`src/rtl/jt12_slot_seq.sv`:
```
`default_nettype none
// ============================================================================
// Module   : jt12_slot_seq
// Brief    : YM2612 operator-slot sequencer. Steps through the 24 live slots
//            in chip order, tracks the frame position, and holds one pending
//            channel-register write until the sequencer reaches its slot.
// Revision : 1.0  initial release
// ============================================================================
module jt12_slot_seq #(
  parameter int DW    = 8,
  parameter int NSLOT = 24
) (
  input  logic          clk,
  input  logic          rst_n,
  input  logic          clk_en,
  input  logic          wr_req,
  input  logic [2:0]    wr_ch,
  input  logic [1:0]    wr_op,
  input  logic [DW-1:0] wr_data,
  output logic          wr_busy,
  output logic          wr_ack,
  output logic          wr_err,
  output logic [4:0]    cur_slot,
  output logic [2:0]    cur_ch,
  output logic [1:0]    cur_op,
  output logic          zero,
  output logic [4:0]    frame_cnt,
  output logic          upd_en,
  output logic [4:0]    upd_slot,
  output logic [DW-1:0] upd_data
);

  localparam logic [4:0] c_LAST = 5'(NSLOT - 1);

  logic [4:0]    r_slot;
  logic [4:0]    r_frame;
  logic          r_pend;
  logic [4:0]    r_lat_slot;
  logic [DW-1:0] r_lat_data;
  logic          r_ack;
  logic          r_err;
  logic [4:0]    r_upd_slot;
  logic [DW-1:0] r_upd_data;

  logic [2:0]    w_a;
  logic [2:0]    w_ch_nx;
  logic [1:0]    w_op_nx;
  logic          w_illegal;
  logic          w_accept;
  logic          w_reject;
  logic          w_release;

  // Next-slot arithmetic: channel codes 3 and 7 do not exist, so they are
  // hopped over; the operator field advances after the last channel (6).
  always_comb begin
    w_a       = r_slot[2:0] + 3'd1;
    w_ch_nx   = (w_a[1:0] == 2'b11) ? (w_a + 3'd1) : w_a;
    w_op_nx   = (r_slot[2:0] == 3'd6) ? (r_slot[4:3] + 2'd1) : r_slot[4:3];
    w_illegal = (wr_ch[1:0] == 2'b11);
    w_accept  = wr_req & ~r_pend & ~w_illegal;
    w_reject  = wr_req & ~r_pend &  w_illegal;
    // Compare against the pre-advance slot so the release lines up with the
    // data that downstream shift registers hold for that slot.
    w_release = clk_en & r_pend & (r_slot == r_lat_slot);
  end

  // Slot and frame position registers, advanced once per clk_en.
  always_ff @(posedge clk) begin
    if (!rst_n) begin
      r_slot  <= 5'd0;
      r_frame <= 5'd0;
    end else if (clk_en) begin
      r_slot  <= {w_op_nx, w_ch_nx};
      r_frame <= (r_frame == c_LAST) ? 5'd0 : (r_frame + 5'd1);
    end
  end

  // Single-entry write holding register. Accept and release are mutually
  // exclusive because accept needs the entry empty and release needs it full,
  // so a write accepted on its own slot edge waits for the next frame.
  always_ff @(posedge clk) begin
    if (!rst_n) begin
      r_pend     <= 1'b0;
      r_lat_slot <= 5'd0;
      r_lat_data <= '0;
      r_ack      <= 1'b0;
      r_err      <= 1'b0;
      r_upd_slot <= 5'd0;
      r_upd_data <= '0;
    end else begin
      r_ack <= w_release;
      r_err <= w_reject;
      if (w_accept) begin
        r_pend     <= 1'b1;
        r_lat_slot <= {wr_op, wr_ch};
        r_lat_data <= wr_data;
      end else if (w_release) begin
        r_pend     <= 1'b0;
        r_upd_slot <= r_lat_slot;
        r_upd_data <= r_lat_data;
      end
    end
  end

  // Frame counter and slot index must wrap together.
  a_frame_sync : assert property (@(posedge clk) disable iff (!rst_n)
    ((r_frame == 5'd0) == (r_slot == 5'd0)));

  assign cur_slot  = r_slot;
  assign cur_ch    = r_slot[2:0];
  assign cur_op    = r_slot[4:3];
  assign zero      = (r_slot == 5'd0);
  assign frame_cnt = r_frame;
  assign wr_busy   = r_pend;
  assign wr_ack    = r_ack;
  assign wr_err    = r_err;
  assign upd_en    = r_ack;
  assign upd_slot  = r_upd_slot;
  assign upd_data  = r_upd_data;

endmodule
`default_nettype wire

```
`config.mk`:
```
export PLATFORM = sky130hd
export DESIGN_NAME = jt12_slot_seq
export DESIGN_NICKNAME = d
export VERILOG_FILES = /design/src/rtl/jt12_slot_seq.sv
export SDC_FILE = /design/constraint.sdc
export NUM_CORES = 1
export LEC_CHECK = 0
export CORE_MARGIN = 5
export CORE_UTILIZATION = 45
export CTS_BUF_LIST = sky130_fd_sc_hd__clkbuf_2 sky130_fd_sc_hd__clkbuf_4 sky130_fd_sc_hd__clkbuf_8
export CTS_CLUSTER_SIZE = 10
export DETAILED_ROUTE_END_ITERATION = 7
export PLACE_DENSITY = 0.87
export SYNTH_ARGS = -nofsm -noshare
export SYNTH_HDL_FRONTEND = slang
export SYNTH_SLANG_ARGS = --single-unit
```
`constraint.sdc`:
```
create_clock -name clk -period 1.85 [get_ports clk]
set_input_delay 0.37 -clock clk [delete_from_list [all_inputs] [get_ports clk]]
set_output_delay 0.37 -clock clk [all_outputs]
set_load 0.01 [all_outputs]
```
==> results.yml <==
run_status:
  outcome: "finished clean"
yosys:
  syn_area_sq_mm: 0.001618
  yosys.area.top_type: "dfxtp_1"
  seq_area_frac_synth_pct: 48.26
  synth.most_common_cell: "nand2_1"
  ys_types: 27
  synth_ff_type: "dfxtp_1"
  synth_edf_count: 0
  synth_common_cells: "44 x nand2_1, 39 x dfxtp_1, 15 x a21oi_1, 15 x nor2_1, 14 x mux2i_1"
  syn-num-nets: 204
  async_flop_share_pct: 0
  syn_inst: 186
  ys_seq_elements: 39
  synth_top_cell_area_share_pct: 48.26
  synth_warnings: 0
  synth.area.top_cells: "dfxtp_1 48%, nand2_1 10%, mux2i_1 8.7%, a21oi_1 4.6%, o21ai_0 3.7%"
  avgSynthCellArea_sq_um: 8.698
die:
  core-area_sq_mm: 0.003416
  io_pins: 50
  fp.dieW_um: 69.96
  dieArea_sq_mm: 0.004894
  rows: 21
  die_y_um: 69.96
  start_util_pct: 47.36
route:
  drc: 0
  vias_per_cell: 4.930
  vias: 1400
  drt-wirelength-per-cell_um: 12.50
  first_pass_iters: 4
  drtAntennaViolNets: 0
  routed_wl_um: 3550
  initialDrtViolationCount: 97
grt:
  antenna_found_initial: 0
  gr-total-overflow: 0
  grt_pass1_wl_um: 5940
  grt_max_degree: 28
  grt_pass1_vias: 1321
  grt_usage_pct: 14.88
setup_path:
  r2r-start: "cur_slot[0]"
  criticalPathCategory: "reg2out"
  crit_arrival_ns: 1.37
  start_kind: "flip-flop"
  worstPathRequired_ns: 1.48
  startpoint: "cur_slot[2]"
  worst-r2r-setup-slack_ns: 0.42
  end_kind: "output pin"
  crit_fanout: 5
timing:
  drv_slew: 0
  finalClockSkew_ns: 0.007006
  worst_slack_ns: 0.1135
  fin_crit_sh_pct: 93.86
  finalHoldViolCount: 0
  rsz0062_at_grt: "false"
  setup_viol: 0
  fmax_ghz: 0.5759
  hold_ws_ns: 0.4629
  maxSlewHeadroom_pct: 73.45
  worstMarginPinSlew_ns: 0.3982
  fin_tns_setup_ns: 0
  min_period_ns: 1.736
placed_design:
  port_buffers: 49
  gp_congestion: 0.7813
  post-place-ws_ns: 0.1602
  placedCellCount: 276
  dp_hpwl_um: 2654
clock_tree:
  htreeDepth: 2
  clockBufferDepth: 2
  root_buffer: "clkbuf_4"
  cts_hold_buf: 0
  worstSkewPairLatency_ns: 0.34
  clkSinkCount: 39
  path_clk_slew_ns: 0.11
  cts_made_buffers: 5
  cts_tree: "yes"
finish:
  fin_nets: 255
  n_antenna_cell: 0
  regArea_sq_um: 780.7
  multiInputGateArea_sq_um: 732.0
  synthToLayoutAreaGrowth_pct: 38.13
  drive_above_1_share_pct: 9.244
  fillers: 275
  fin_cells: 284
  finish.utilization_pct: 65.42
worst_hold_path:
  min_from: "upd_data[3]"
  hold_path.class: "reg2reg"
power_and_ir_drop:
  vdd_drop_max_v: 0.0003965
  power_leakage_nw: 0.7947
  power_density_mw_per_mm2: 745.3
flow_run:
  maxCapViolCount: 0
==> final cells by class <==
| class | instances | share of cell area (%) |
|---|---|---|
| timing repair buffer | 60 | 26.15 |
| multi-input combinational | 129 | 32.75 |
| inverter | 2 | 0.3359 |
| clock buffer | 8 | 3.247 |
| sequential | 39 | 34.94 |
| tap | 46 | 2.576 |
==> state kept, by name, indices dropped and copies added (netlist names) <==
| register | flops |
|---|---|
| cur_slot | 5 |
| frame_cnt | 5 |
| r_lat_data | 8 |
| r_lat_slot | 5 |
| upd_data | 8 |
| upd_en | 1 |
| upd_slot | 5 |
| wr_busy | 1 |
| wr_err | 1 |
==> cells by family (layout without fill, tap and decap cells) <==
| group | Yosys count | count (layout) | synth area share, % |
|---|---|---|---|
| adder cells (fa/ha/maj) | 1 | 1 | 0.7733 |
| flip-flops | 39 | 39 | 48.26 |
| buffers and inverters | 18 | 70 | 6.495 |
| AO/OA/AOI/OAI | 28 | 28 | 8.894 |
| XOR/XNOR | 9 | 9 | 4.873 |
| AND/OR/NAND/NOR | 75 | 75 | 20.65 |
| multiplexers | 16 | 16 | 10.05 |
==> per-stage QoR <==
| step | area [sq um] | total power [mW] |
|---|---|---|
| after global placement | 2163 | 1.178 |
| final | 2235 | 1.665 |
| after floorplan | 1618 | 1.060 |
| after global routing | 2235 | 1.741 |
| after CTS | 2235 | 1.677 |
| after detailed placement | 2163 | 1.185 |
==> worst paths after layout <==
| kind | end | depth (start not counted) |
|---|---|---|
| worst max-delay path | cur_slot[2] | 2 |
| worst min-delay path | upd_data[3] | 2 |
| worst max register to register | upd_slot[0] | 6 |
| worst min register to register | upd_data[3] | 2 |
==> routing by layer <==
layer	up-vias	global-route usage, %	routed length (um)
met5	-	0	0
met3	6	3.013	212
met2	41	24.97	1726
met1	640	18.40	1560
met4	0	6.383	51
li1	713	-	-
==> worst max-delay path: stages, from the launching register on <==
cell and delay (ns):
dfxtp_1 0.35, buf_4 0.14, clkdlybuf4s50_1 0.54
==> report_power, final <==
group	internal (mW)	switching [mW]
clock	0.238	0.263
combinational	0.139	0.127
sequential	0.875	0.0234
total	1.25	0.413
==> placed cells by master, fill, tap and decap left out <==
cell / netlist / routed
nand2_1: 44 / 44
a21oi_1: 15 / 15
buf_12: 0 / 1
clkbuf_4: 0 / 6
nor3_1: 3 / 3
nor4b_1: 1 / 1
o21ai_0: 12 / 12
ha_1: 1 / 1
nand3_1: 2 / 2
nor3_4: 1 / 1
inv_1: 1 / 1
xnor2_1: 6 / 6
nor2_1: 15 / 15
mux2i_1: 14 / 14
nand2b_1: 3 / 3
buf_4: 6 / 10
clkinv_1: 1 / 1
xor2_1: 3 / 3
a211o_1: 1 / 1
mux2_2: 2 / 2
nor3b_1: 1 / 1
nand4b_1: 2 / 2
dlygate4sd2_1: 0 / 1
dfxtp_1: 39 / 39
clkbuf_8: 0 / 2
nor4_1: 1 / 1
nand4_1: 2 / 2
clkdlybuf4s50_1: 0 / 48
==> repair_timing <==
item                       in CTS  in global routing
hold endpoints to repair        0                  0
setup endpoints to repair       1                  0
buffers inserted                0                  0
gates resized for setup         1                  0
(Power assumes the default switching activity.)
